**src/rtl/sv32_pkg.sv**
```systemverilog
// Shared constants and types for the Sv32 page-table walker: PTE bit positions,
// address widths, walker state and PTE classification.
package sv32_pkg;

   localparam int PTE_V = 0;
   localparam int PTE_R = 1;
   localparam int PTE_W = 2;
   localparam int PTE_X = 3;
   localparam int PTE_U = 4;
   localparam int PTE_G = 5;
   localparam int PTE_A = 6;
   localparam int PTE_D = 7;

   localparam int VPN_W  = 20;
   localparam int ASID_W = 9;
   localparam int PPN_W  = 22;
   localparam int PA_W   = 34;

   typedef enum logic [1:0] {
      ST_IDLE,
      ST_L1,
      ST_L0,
      ST_RESP
   } ptw_state_e;

   typedef enum logic [1:0] {
      PTE_INVALID,
      PTE_POINTER,
      PTE_LEAF
   } pte_class_e;

endpackage

```
**src/rtl/sv32_pte_check.sv**
```systemverilog
// Combinational PTE classifier: invalid / pointer / leaf, plus a flag for a
// superpage leaf whose low PPN field is non-zero.
module sv32_pte_check
   import sv32_pkg::*;
(
   input  logic [31:0] pte,
   output pte_class_e  pte_class,
   output logic        misaligned
);

   logic unused_bits;

   always_comb begin
      pte_class = PTE_POINTER;
      if (!pte[PTE_V] || (!pte[PTE_R] && pte[PTE_W]))
         pte_class = PTE_INVALID;
      else if (pte[PTE_R] || pte[PTE_X])
         pte_class = PTE_LEAF;
   end

   assign misaligned  = |pte[19:10];
   assign unused_bits = ^{pte[31:20], pte[9:4]};

endmodule

```
**src/rtl/sv32_ptw.sv**
```systemverilog
// Sv32 two-level hardware page-table walker feeding a TLB fill port.
// Define SV32_PTW_SUPERPAGE_EN to accept 4 MiB leaves found at level 1.
//
// state   | meaning
// --------+-------------------------------------------------------------
// ST_IDLE | waiting for a TLB miss; req_ready high
// ST_L1   | level-1 PTE read outstanding at {satp_ppn, vpn1, 00}
// ST_L0   | level-0 PTE read outstanding at {pte.ppn, vpn0, 00}
// ST_RESP | one-cycle response; fill strobe on success
module sv32_ptw
   import sv32_pkg::*;
(
   input  logic                    clk,
   input  logic                    resetn,
   input  logic                    flush,
   input  logic                    req_valid,
   output logic                    req_ready,
   input  logic [VPN_W-1:0]        req_vpn,
   input  logic [ASID_W-1:0]       req_asid,
   input  logic [PPN_W-1:0]        satp_ppn,
   output logic                    mem_valid,
   output logic [PA_W-1:0]         mem_addr,
   input  logic                    mem_ready,
   input  logic [31:0]             mem_rdata,
   output logic                    tlb_we,
   output logic [ASID_W+VPN_W-1:0] tlb_tag,
   output logic [31:0]             tlb_payload,
   output logic                    resp_valid,
   output logic                    resp_fault
);

   ptw_state_e        state;
   logic [VPN_W-1:0]  vpn_q;
   logic [ASID_W-1:0] asid_q;
   logic              abort_q;
   logic              fill_q;
   logic              abort_now;
   pte_class_e        pte_class;
   logic              pte_misaligned;
   logic              l1_leaf_ok;
   logic [31:0]       l1_leaf_payload;

   sv32_pte_check u_pte_check (
      .pte        (mem_rdata),
      .pte_class  (pte_class),
      .misaligned (pte_misaligned)
   );

`ifdef SV32_PTW_SUPERPAGE_EN
   assign l1_leaf_ok      = !pte_misaligned;
   assign l1_leaf_payload = {mem_rdata[31:20], vpn_q[9:0], mem_rdata[9:0]};
`else
   logic unused_misaligned;
   assign unused_misaligned = pte_misaligned;
   assign l1_leaf_ok        = 1'b0;
   assign l1_leaf_payload   = '0;
`endif

   // A flush in the same cycle the read completes aborts just like an earlier one.
   assign abort_now = abort_q | flush;
   assign req_ready = (state == ST_IDLE);
   // A flush arriving during the response cycle must still cancel the fill.
   assign tlb_we    = fill_q & ~flush;

   always_ff @(posedge clk or negedge resetn) begin
      if (!resetn) begin
         state       <= ST_IDLE;
         vpn_q       <= '0;
         asid_q      <= '0;
         abort_q     <= 1'b0;
         fill_q      <= 1'b0;
         mem_valid   <= 1'b0;
         mem_addr    <= '0;
         tlb_tag     <= '0;
         tlb_payload <= '0;
         resp_valid  <= 1'b0;
         resp_fault  <= 1'b0;
      end else begin
         case (state)
            ST_IDLE: begin
               abort_q <= 1'b0;
               if (req_valid) begin
                  vpn_q     <= req_vpn;
                  asid_q    <= req_asid;
                  mem_valid <= 1'b1;
                  mem_addr  <= {satp_ppn, req_vpn[19:10], 2'b00};
                  state     <= ST_L1;
               end
            end
            ST_L1: begin
               if (flush)
                  abort_q <= 1'b1;
               if (mem_ready) begin
                  mem_valid <= 1'b0;
                  if (!abort_now && pte_class == PTE_POINTER) begin
                     mem_valid <= 1'b1;
                     mem_addr  <= {mem_rdata[31:10], vpn_q[9:0], 2'b00};
                     state     <= ST_L0;
                  end else begin
                     resp_valid <= 1'b1;
                     state      <= ST_RESP;
                     if (!abort_now) begin
                        if (pte_class == PTE_LEAF && l1_leaf_ok) begin
                           fill_q      <= 1'b1;
                           tlb_tag     <= {asid_q, vpn_q};
                           tlb_payload <= l1_leaf_payload;
                        end else begin
                           resp_fault <= 1'b1;
                        end
                     end
                  end
               end
            end
            ST_L0: begin
               if (flush)
                  abort_q <= 1'b1;
               if (mem_ready) begin
                  mem_valid  <= 1'b0;
                  resp_valid <= 1'b1;
                  state      <= ST_RESP;
                  if (!abort_now) begin
                     if (pte_class == PTE_LEAF) begin
                        fill_q      <= 1'b1;
                        tlb_tag     <= {asid_q, vpn_q};
                        tlb_payload <= mem_rdata;
                     end else begin
                        resp_fault <= 1'b1;
                     end
                  end
               end
            end
            ST_RESP: begin
               resp_valid <= 1'b0;
               resp_fault <= 1'b0;
               fill_q     <= 1'b0;
               abort_q    <= 1'b0;
               state      <= ST_IDLE;
            end
            default: state <= ST_IDLE;
         endcase
      end
   end

endmodule
```
**config.mk**
```make
export PLATFORM = sky130hd
export DESIGN_NAME = sv32_ptw
export DESIGN_NICKNAME = d
export VERILOG_FILES = /design/src/rtl/sv32_pkg.sv /design/src/rtl/sv32_pte_check.sv /design/src/rtl/sv32_ptw.sv
export SDC_FILE = /design/constraint.sdc
export NUM_CORES = 1
export LEC_CHECK = 0
export BUFFER_PORTS_ARGS = -buffer_cell sky130_fd_sc_hd__buf_2
export CORE_MARGIN = 2
export CORE_UTILIZATION = 30
export CTS_CLUSTER_DIAMETER = 100
export DETAILED_ROUTE_END_ITERATION = 6
export GPL_TIMING_DRIVEN = 0
export PLACE_DENSITY = 0.62
export SLEW_MARGIN = 30
export SYNTH_ARGS = -nofsm -noshare
export SYNTH_HDL_FRONTEND = slang
export SYNTH_SLANG_ARGS = --single-unit
```
**constraint.sdc**
```tcl
create_clock -name clk -period 2.3 [get_ports clk]
set_clock_uncertainty 0.15 [all_clocks]
set_input_delay 0.46 -clock clk [delete_from_list [all_inputs] [get_ports clk]]
set_output_delay 0.46 -clock clk [all_outputs]
set_load 0.05 [all_outputs]
```
After elaboration in Yosys (flattened, before gate mapping)

Index checks and enable logic that the tools add are counted.

Add/sub/neg operators: 0
$mul: 0
Div/mod/pow operators: 0
Magnitude comparators: 0
Equality and inequality tests: 15
Shift operators: 0
Mux-type cells: 33
Bitwise gates (word level): 4
Reduce and logical (&&, ||, !) cells: 22

Operators by type and width:

| cell               | count |
|---|---|
| $mux 34            | 3 |
| $pmux 34 s2        | 1 |
| $reduce_and 4->1   | 5 |
| $mux 1             | 18 |
| $ne 2x2->1 const B | 9 |
| $mux 2             | 5 |
| $pmux 1 s3         | 3 |
| $pmux 2 s4         | 1 |
| $reduce_and 7->1   | 1 |
| $eq 2x2->1 const B | 3 |
| $reduce_bool 3->1  | 2 |
| $eq 2x1->1 const B | 2 |
| $pmux 1 s2         | 2 |
| $reduce_bool 2->1  | 2 |
| $reduce_or 2->1    | 2 |
| $logic_not 1->1    | 3 |
| $reduce_and 3->1   | 1 |
| $logic_and 1x1->1  | 2 |
| $logic_not 2->1    | 1 |
| $logic_or 1x1->1   | 2 |
| $ne 2x1->1 const B | 1 |
| $not 1->1          | 2 |
| $reduce_and 2->1   | 1 |
| $and 1x1->1        | 1 |
| $or 1x1->1         | 1 |

Register bits: 131
Latch bits: 0
Bits in writable memories: 0
Memory bits (read-only): 0
Input bits: 88
Output and inout port bits: 100
Word-level logic and storage cells: 85
Memories kept: 0

Depth between registers and ports, before layout

Gate-level depths: netlist (run 1).

Depth in word-level cells: 9
Gate-level depth with buffers: 8
Gate-level depth less buffers: 6

Hierarchy

Synthesis (run 1) repeated with hierarchy kept, for this count alone.

Cells, all modules: 394
Area, all modules: 5300.1 µm²

Modules (own cells, without submodules):

| module         | times used | cells an instance | area an instance (µm²) | seq. area each (µm²) |
|---|---|---|---|---|
| sv32_ptw       | 1          | 387               | 5256.3                 | 3228.1 |
| sv32_pte_check | 1          | 7                 | 43.8                   | 0.0 |

Worst setup path before layout (run 1)

OpenSTA, ideal clock, no wires.

Path type: register to register
From: reg state[0]
To: reg vpn_q[10]
Setup time: 0.125 ns
Arrival time: 1.932 ns
Data required time: 2.025 ns
Setup slack: 0.093 ns
Cell stages (with the launch flop): 7
Path buffers: 2
Clock period less this slack: 2.207 ns
Cell sequence: dfrtp_1 -> inv_1 -> ha_1 -> nand2_1 -> clkbuf_1 -> buf_2 -> mux2_2

Cells in the longest elaborated chain, start to end: 2

RTL lines:

| what                              | RTL line       | source |
|---|---|---|
| from (decl)                       | sv32_ptw.sv:32 | `ptw_state_e state;` |
| from (signal assigned)            | sv32_ptw.sv:67 | `state <= ST_IDLE;` |
| from (signal assigned)            | sv32_ptw.sv:87 | `state <= ST_L1;` |
| from (signal assigned)            | sv32_ptw.sv:98 | `state <= ST_L0;` |
| $logic_not 2->1                   | -              |  |
| via req_ready                     | sv32_ptw.sv:17 | `output logic req_ready,` |
| $reduce_and 2->1 (no source line) | -              |  |
| to (signal assigned)              | sv32_ptw.sv:83 | `vpn_q <= req_vpn;` |
| to (decl)                         | sv32_ptw.sv:33 | `logic [VPN_W-1:0] vpn_q;` |

The timed path passes the listed nets, and every way through them passes these cells.
A chain may end at the register's enable or synchronous reset.

Worst setup path in the final report (run 1)

From: reg state[1]
To: reg state[1]

Cells in the longest elaborated chain, start to end: 3
Elaborated cells between the ends (all ways): 9
Those cells by class: eq/ne (6); mux (1); reduce/logical (2)

RTL lines:

| what                               | RTL line       | source |
|---|---|---|
| $eq 2x1->1 (tied with other cells) | sv32_ptw.sv:79 | `case (state)` |
| $ne 2x2->1 (no source line)        | -              |  |
| $reduce_and 3->1 (no source line)  | -              |  |

Several ways; a longest one is shown, not always the timed one.

==> results of run 1 <==
[power groups by stage]
stage | clock, mW | sequential [mW] | combinational (mW)
after floorplan | 0 | 6.81 | 2.13
after global placement | 0 | 3.94 | 6.52
after detailed placement | 0 | 4.01 | 6.63
after CTS | 2.84 | 3.99 | 6.64
after global routing | 2.94 | 4.13 | 6.97
final | 2.75 | 3.97 | 6.58
[state kept, by name (all words and copies together) (netlist names), 2 cells and up]
name and flops:
mem_addr 32, tlb_payload 32, tlb_tag 29, vpn_q 20, asid_q 9, state 2
[area by class of cell]
cell class / instances / share of cell area
diodes: 3 / 0.00102
plain buffers: 25 / 0.0257
clock buffers: 19 / 0.0603
clock inverters: 13 / 0.0220
inverters: 4 / 0.00204
multi-input cells: 224 / 0.275
flip-flops and latches: 129 / 0.439
well taps: 229 / 0.0390
repair buffers: 189 / 0.136
[routing by layer]
metal	global-route usage	share of wire	vias up
met4	0.0638	0.023	2
li1	-	-	1801
met5	0	0.0010	-
met3	0.0459	0.063	25
met1	0.190	0.43	1912
met2	0.246	0.49	138
[cells by family (layout without fill, tap and decap cells)]
| kind of cell | Yosys count | in the layout |
|---|---|---|
| flip-flops | 129 | 129 |
| multiplexers | 124 | 124 |
| AO/OA/AOI/OAI | 78 | 78 |
| buffers and inverters | 30 | 250 |
| AND/OR/NAND/NOR | 15 | 15 |
| adder cells (fa/ha/maj) | 5 | 5 |
| other | 1 | 5 |
[path summary, 6_finish.rpt]
path	slack (ns)	cells past startpoint	start	to
worst max-delay path	0.15	6	state[1]	state[1]
worst min-delay path	0.12	2	mem_rdata[4]	tlb_payload[4]
worst max register to register	0.15	6	state[1]	state[1]
worst min register to register	0.32	1	tlb_payload[0]	tlb_payload[0]
max in group asynchronous	0.87	3	resetn	vpn_q[10]
min in group asynchronous	0.36	2	resetn	tlb_payload[4]
[timing repair]
| action | 4_1_cts | 5_1_grt |
|---|---|---|
| hold buffers | 1 | 0 |
| resized for setup | 3 | 3 |
| hold endpoints to repair | 39 | 0 |
| setup endpoints to repair | 22 | 21 |
| setup buffers | 0 | 2 |
| gates cloned | 0 | 0 |
[metrics by stage]
step | total power, mW | utilization | area (µm²) | instances
floorplan | 8.94 | - | 5440 | 383
global placement | 10.5 | 0.373 | 6650 | 797
detailed placement | 10.6 | 0.375 | 6690 | 798
CTS | 13.5 | 0.409 | 7300 | 830
global route | 14.0 | 0.412 | 7350 | 834
finish | 13.3 | 0.412 | 7350 | 835
[critical path, delay by kind of cell, from the launching register on]
family | cells | cell delay, ns
mux | 1 | 0.40
buf+inv | 2 | 0.33
compound gates | 1 | 0.45
simple gates | 1 | 0.09
fa+ha+maj | 1 | 0.20
flops | 1 | 0.42
[cell usage after synthesis (2+ instances only)]
cell type  instances
inv_1              4
dfrtp_1          129
a21oi_2           12
and2_1             2
mux2_1             5
nand2b_1           2
nand2_1            3
mux2_2            85
ha_1               5
nor2b_1            4
buf_4              4
mux2i_1           34
clkbuf_1           8
buf_6              9
o21ai_0            3
buf_2              5
a21oi_1           54
==> reports/metrics.yaml, run 1 <==
synth-seq-area-share: 0.594
cp_cell_sequence: "inv_1 > ha_1 > buf_4 > nor2_1 > o21ai_0 > mux2_2"
drtAntennaViolNets: 0
synthArstFlopShare: 1.00
fillers: 1701
route.detailed.drc: 0
synth_top_family_by_area: "multiplexers"
vias: 3878
numCtsBuffers: 17
p_switching_mw: 6.25
seq_area_um2: 3230
start_util: 0.305
clockBufferDepth: 2
synth_area_leaders: "dfrtp_1 59%, mux2_2 18%, mux2i_1 6.3%"
grt_start_max_net_pins: 91
hold_violations: 0
holdWs_ns: 0.122
nNetsFinal: 683
cts.clk_slew.worst_paths_ns: 0.06
fmax_mhz: 464
synth_compound_area_frac: 0.0891
syn_to_final_growth_pct: 35.2
clock_latency_ns: 0.41
io_buffers: 185
synth-seq-cells: 129
grt.total_usage: 0.152
layout_min_cycle_time_ns: 2.15
die_h_um: 139
drt-vias-per-instance: 4.64
slew_headroom: 0.537
htree_levels: 4
synth_edf_count: 0
yosysUniqueCellTypes: 31
grt_setup_unrepaired: "no"
postSynthCellCount: 382
hpwl_mm: 10.0
ioPinCount: 188
cts_tree: "built"
cp-start-kind: "register"
power_frac_clock: 0.207
critPathKind: "reg -> reg"
end_kind: "register"
drive_gt1_frac: 0.570
yosys.area.top_type_share: 0.594
core.rowCount: 49
cts.sinks: 129
synth_simple_gate_area_frac: 0.0189
overflow: 0
syn_area_per_cell_um2: 14.2
muxShareOfSynthArea: 0.249
die_width_um: 139
wl_per_cell_um: 16.6
min_period_over_period: 0.936
dp_slack_ns: -0.161
gp_congestion: 0.868
syn-cell-area_um2: 5440
switching_share: 0.469
hold_path_class: "in -> reg"
worstPathRequired_ns: 2.44
vdd_drop_max_v: 0.000740
synthAdderAreaFrac: 0.0115
dr.pass1.iters: 4
crit_fanout: 10
max_cap_viol_count: 0
first_iter_violations: 120
final_common_cell: "buf_2"
grt_pass1_vias: 4162
ys.flop_type: "dfrtp_1"
p_leak_nw: 3.65
worst_slew_pin_slew_ns: 0.694
antenna_found_initial: 3
cp_slowest_stage_delay_ns: 0.45
grt_first_pass_wirelength_mm: 22.6
synth.largest_area_cell: "dfrtp_1"
yosysWarnings: 0
setup_tns_ns: 0
synthXorXnorAreaFrac: 0
crit_path_top_delay_cell: "o21ai_0"
wl_mm: 13.9
drv_slew: 0
dieArea_um2: 19200
sequentialPowerShare: 0.299
mostFrequentLayoutCells: "188 x buf_2, 129 x dfrtp_1, 85 x mux2_2, 54 x a21oi_1, 34 x mux2i_1"
cts-root-buf: "clkbuf_16"
p_per_area_nw_per_um2: 1810
setup_slack_ns: 0.147
p_int_mw: 7.06
setup_viol: 0
critPathArrivalTime_ns: 2.30
multi_input_area_um2: 2020
status: "finished, final reports clean"
core_area_um2: 17800
p_comb_frac: 0.495
(Power assumes the default switching activity.)
==> inputs of run 2 (changes only) <==
Settings changed: HOLD_SLACK_MARGIN set to 0.15.
==> run 2 against run 1 <==
  * Wire length up 2.8%
  * Sequential power about the same
  * Via count up 5.6%
  * Clock-buffer cell count is the same
==> reports/metrics.yaml, run 2 (same netlist as run 1, synthesis figures left out) <==
gp_congestion: 0.868  # unchanged
status: "finished, final reports clean"
cts.sinks: 129  # unchanged
worstPathRequired_ns: 2.44  # about the same
min_period_over_period: 0.954  # +0.0176
slew_headroom: 0.536  # -0.00107
start_util: 0.305  # unchanged
fmax_mhz: 456  # -1.8%
drt-vias-per-instance: 4.61  # -0.73%
setup_viol: 0  # unchanged
top_regs: "mem_addr (32), tlb_payload (32), tlb_tag (29)"
htree_levels: 4  # unchanged
drv_slew: 0  # unchanged
p_leak_nw: 3.89  # +6.4%
cts_tree: "built"
grt_first_pass_wirelength_mm: 23.5  # +4.0%
seq_area_um2: 3230  # unchanged
dieArea_um2: 19200  # unchanged
worst_slew_pin_slew_ns: 0.696  # +0.00161 ns
antenna_found_initial: 0  # -3
hpwl_mm: 10.0  # unchanged
core.rowCount: 49  # unchanged
critPathArrivalTime_ns: 2.34  # +0.04 ns
setup_tns_ns: 0  # unchanged
overflow: 0  # unchanged
grt_pass1_vias: 4436  # +6.6%
fin_area_um2: 7900  # +7.5%
syn_to_final_growth_pct: 45.4
dp_slack_ns: -0.161  # unchanged
mostFrequentLayoutCells: "188 x buf_2, 129 x dfrtp_1, 85 x mux2_2, 57 x dlygate4sd3_1, 54 x a21oi_1"
wl_mm: 14.2  # +2.8%
numCtsBuffers: 17  # unchanged
wl_per_cell_um: 16.0  # -3.4%
place_area_um2: 6690  # unchanged
vdd_drop_max_v: 0.000728  # -1.7%
core_area_um2: 17800  # unchanged
grt_start_max_net_pins: 91  # unchanged
postLayoutCoreUtil: 0.443  # +0.0310
grt.total_usage: 0.156  # +0.00416
dr.pass1.iters: 4  # unchanged
hold_path_class: "in -> reg"
die_width_um: 139  # unchanged
drtAntennaViolNets: 0  # unchanged
critPathKind: "reg -> reg"
io_buffers: 185  # unchanged
nNetsFinal: 739  # +8.2%
layout_min_cycle_time_ns: 2.19  # +0.0406 ns
grt_setup_unrepaired: "no"
place_inst: 798  # unchanged
cp-start-kind: "register"
p_per_area_nw_per_um2: 1690  # -6.4%
route.detailed.drc: 0  # unchanged
clock_latency_ns: 0.41  # about the same
final_common_cell: "buf_2"
clockBufferDepth: 2  # unchanged
end_kind: "register"
drive_gt1_frac: 0.522  # -0.0485
crit_fanout: 10  # unchanged
first_iter_violations: 105  # -13%
max_cap_viol_count: 0  # unchanged
fillers: 1630  # -4.2%
setup_slack_ns: 0.106  # -0.0406 ns
cts.clk_slew.worst_paths_ns: 0.06  # about the same
cts-root-buf: "clkbuf_16"
ioPinCount: 188  # unchanged
hold_violations: 0  # unchanged
final_cells: 888  # +6.3%
multi_input_area_um2: 2020  # unchanged
antenna_cells: 0  # -3
die_h_um: 139  # unchanged
vias: 4094  # +5.6%
==> run 2: cell types whose count changed in the layout (fill, tap and decap cells not counted), sizes merged <==
cell | before | now
dlygate4sd3 | 1 | 57
diode | 3 | 0
==> run 2: repair_timing <==
action,in CTS,in global routing
hold buffers,57,0
gates cloned,0,0
setup endpoints to repair,22,18
setup buffers,0,2
gates resized for setup,3,3
pin swaps,0,0
hold endpoints to repair,95,0
==> run 2: final timing paths <==
check | from | endpoint | slack [ns] | cells past startpoint
max | state[1] | state[1] | 0.11 | 6
min | req_vpn[15] | vpn_q[15] | 0.17 | 2
max reg2reg | state[1] | state[1] | 0.11 | 6
min reg2reg | tlb_payload[0] | tlb_payload[0] | 0.32 | 1
max in group asynchronous | resetn | vpn_q[5] | 0.88 | 3
min in group asynchronous | resetn | tlb_payload[4] | 0.36 | 2
==> run 2: power by group <==
part	switching (mW)	leakage (nW)	internal (mW)
Clock	1.02	0.285	1.73
Sequential	0.581	1.58	3.40
Combinational	4.66	2.02	2.00
Total	6.27	3.89	7.13
==> run 2: layer usage <==
| metal | part of all wire | routed length (µm) | up-vias | global-route usage |
|---|---|---|---|---|
| met4 | 0.021 | 305 | 0 | 0.0643 |
| li1 | - | - | 1901 | - |
| met2 | 0.49 | 6980 | 136 | 0.256 |
| met5 | 0 | 0 | - | 0 |
| met3 | 0.054 | 771 | 23 | 0.0414 |
| met1 | 0.43 | 6190 | 2034 | 0.196 |
==> run 2: area by class of cell <==
class | count | share of cell area
Multi-Input combinational cell | 224 | 0.256
Clock buffer | 19 | 0.0560
Timing Repair Buffer | 245 | 0.198
Clock inverter | 13 | 0.0204
Inverter | 4 | 0.00190
Sequential cell | 129 | 0.408
Tap cell | 229 | 0.0363
Buffer | 25 | 0.0239
==> run 2: stage by stage <==
stage               hold slack (ns)  total power [mW]
floorplan                    0.0144              8.94
global placement              0.297              10.5
detailed placement            0.207              10.6
CTS                           0.151              13.5
global route                  0.168              14.1
finish                        0.169              13.4
==> run 2: worst max-delay path: stages, from the launching register on <==
cell,delay (ns)
dfrtp_1,0.43
inv_1,0.12
ha_1,0.20
buf_4,0.21
nor2_1,0.09
o21ai_0,0.48
mux2_2,0.40
==> inputs of run 3 (changes only) <==
Settings changed: CORE_UTILIZATION 30 to 36, PLACE_DENSITY 0.62 to 0.71.
==> run 3 against run 2 <==
  * First-iteration DRC count grew 21%
  * Die area shrank 16%
  * Highest routed layer unchanged
  * Largest power group unchanged
  * Final cell count shrank 6.0%
==> reports/metrics.yaml, run 3 (same netlist as run 1, synthesis figures left out) <==
wl_per_cell_um: 17.0  # +5.9%
p_switching_mw: 6.24  # -0.37%
status: "finished, final reports clean"
layout_min_cycle_time_ns: 2.15  # -0.0423 ns
max_cap_viol_count: 0  # unchanged
syn_to_final_growth_pct: 42.7
first_iter_violations: 127  # +21%
dieArea_um2: 16100  # -16%
cts-root-buf: "clkbuf_16"
clockBufferDepth: 2  # unchanged
hold_violations: 0  # unchanged
start_util: 0.371  # +0.0665
place_area_um2: 6630  # -0.84%
dp_slack_ns: -0.0611  # +0.100 ns
drt-vias-per-instance: 4.80  # +4.1%
worst_slew_pin_slew_ns: 0.709  # +0.0130 ns
htree_levels: 4  # unchanged
p_int_mw: 7.15  # +0.33%
min_delay_path_depth: 2  # unchanged
vdd_drop_max_v: 0.000992  # +36%
holdWs_ns: 0.170  # +0.000878 ns
setup_slack_ns: 0.149  # +0.0423 ns
hpwl_mm: 9.86  # -1.8%
sequentialPowerShare: 0.299  # +0.002
final_cells: 835  # -6.0%
p_leak_nw: 3.86  # -0.67%
grt_pass1_vias: 4399  # -0.83%
antenna_cells: 0  # unchanged
gp_congestion: 0.826  # -4.8%
top_regs: "mem_addr (32), tlb_payload (32), tlb_tag (29)"
overflow: 0  # unchanged
die_h_um: 127  # -8.5%
core.rowCount: 44  # -10%
setup_viol: 0  # unchanged
grt_start_max_net_pins: 81  # -11%
min_period_over_period: 0.935  # -0.0184
final_common_cell: "buf_2"
fmax_mhz: 465  # +2.0%
reg2regPathDepth: 6  # unchanged
critPathKind: "reg -> reg"
power_frac_clock: 0.206  # about the same
cts_tree: "built"
antenna_found_initial: 0  # unchanged
io_buffers: 185  # unchanged
core_area_um2: 14600  # -18%
switching_share: 0.466  # -0.00174
hold_path_class: "in -> reg"
critPathArrivalTime_ns: 2.30  # -0.04 ns
ioPinCount: 188  # unchanged
grt_first_pass_wirelength_mm: 22.6  # -3.8%
grt.total_usage: 0.182  # +0.0259
worstPathRequired_ns: 2.44  # about the same
end_kind: "register"
p_per_area_nw_per_um2: 1730  # +1.9%
dr.pass1.iters: 4  # unchanged
fin_total_pwr_mw: 13.4  # about the same
place_inst: 753  # -5.6%
vias: 4009  # -2.1%
crit_fanout: 10  # unchanged
cp-start-kind: "register"
wl_mm: 14.2  # -0.38%
drive_gt1_frac: 0.522  # about the same
cts.sinks: 129  # unchanged
grt_setup_unrepaired: "no"
mostFrequentLayoutCells: "189 x buf_2, 129 x dfrtp_1, 85 x mux2_2, 54 x a21oi_1, 51 x dlygate4sd3_1"
drtAntennaViolNets: 0  # unchanged
nNetsFinal: 731  # -1.1%
route.detailed.drc: 0  # unchanged
drv_slew: 0  # unchanged
die_width_um: 127  # -8.5%
fin_area_um2: 7760  # -1.8%
cts.clk_slew.worst_paths_ns: 0.06  # about the same
slew_headroom: 0.527  # -0.00866
rrSetupSlack_ns: 0.15  # +0.04 ns
p_comb_frac: 0.495  # -0.002
clock_latency_ns: 0.41  # about the same
numCtsBuffers: 17  # unchanged
[run 3: worst paths after layout]
kind / startpoint / to
max in group asynchronous: resetn / mem_addr[24]
max reg2reg: state[1] / state[1]
min: mem_rdata[30] / tlb_payload[30]
max: state[1] / state[1]
min in group asynchronous: resetn / tlb_tag[2]
min reg2reg: tlb_payload[0] / tlb_payload[0]
[run 3: area by class of cell]
type,count,area (µm²)
Timing Repair Buffer,237,1470
Buffer,25,186
Sequential cell,129,3230
Clock inverter,11,153
Clock buffer,21,460
Fill cell,1246,6880
Multi-Input combinational cell,224,2010
Inverter,4,15.0
Tap cell,184,230
[run 3: metal layers]
layer	vias to the layer above	track usage	routed length, µm
li1	1875	-	-
met1	1984	0.214	5920
met2	142	0.310	7210
met3	8	0.0612	914
met4	0	0.0646	148
met5	-	0	0
[run 3: critical path, cell delays in order (launching register included)]
cell and delay [ns]:
dfrtp_1 0.42, inv_1 0.13, ha_1 0.20, buf_4 0.21
nor2_1 0.09, o21ai_0 0.45, mux2_2 0.40
[run 3: repair_timing]
action                                  CTS  global route
endpoints found under the setup margin   22             1
resized for setup                         3             1
buffers inserted                          0             0
hold buffers                             51             0
hold endpoints to repair                129             0
[run 3: power groups by stage]
stage | Sequential, mW | Clock (mW) | Combinational, mW
after global routing | 4.15 | 2.94 | 6.99
after global placement | 3.93 | 0 | 6.49
final | 4.00 | 2.76 | 6.63
after floorplan | 6.81 | 0 | 2.13
after CTS | 4.00 | 2.83 | 6.68
after detailed placement | 4.02 | 0 | 6.60
[run 3: metrics by stage]
stage                     TNS, ns   util
after floorplan                 0      -
after global placement    -124.53  0.450
after detailed placement   -0.700  0.453
after CTS                       0  0.530
after global routing            0  0.530
final                           0  0.530
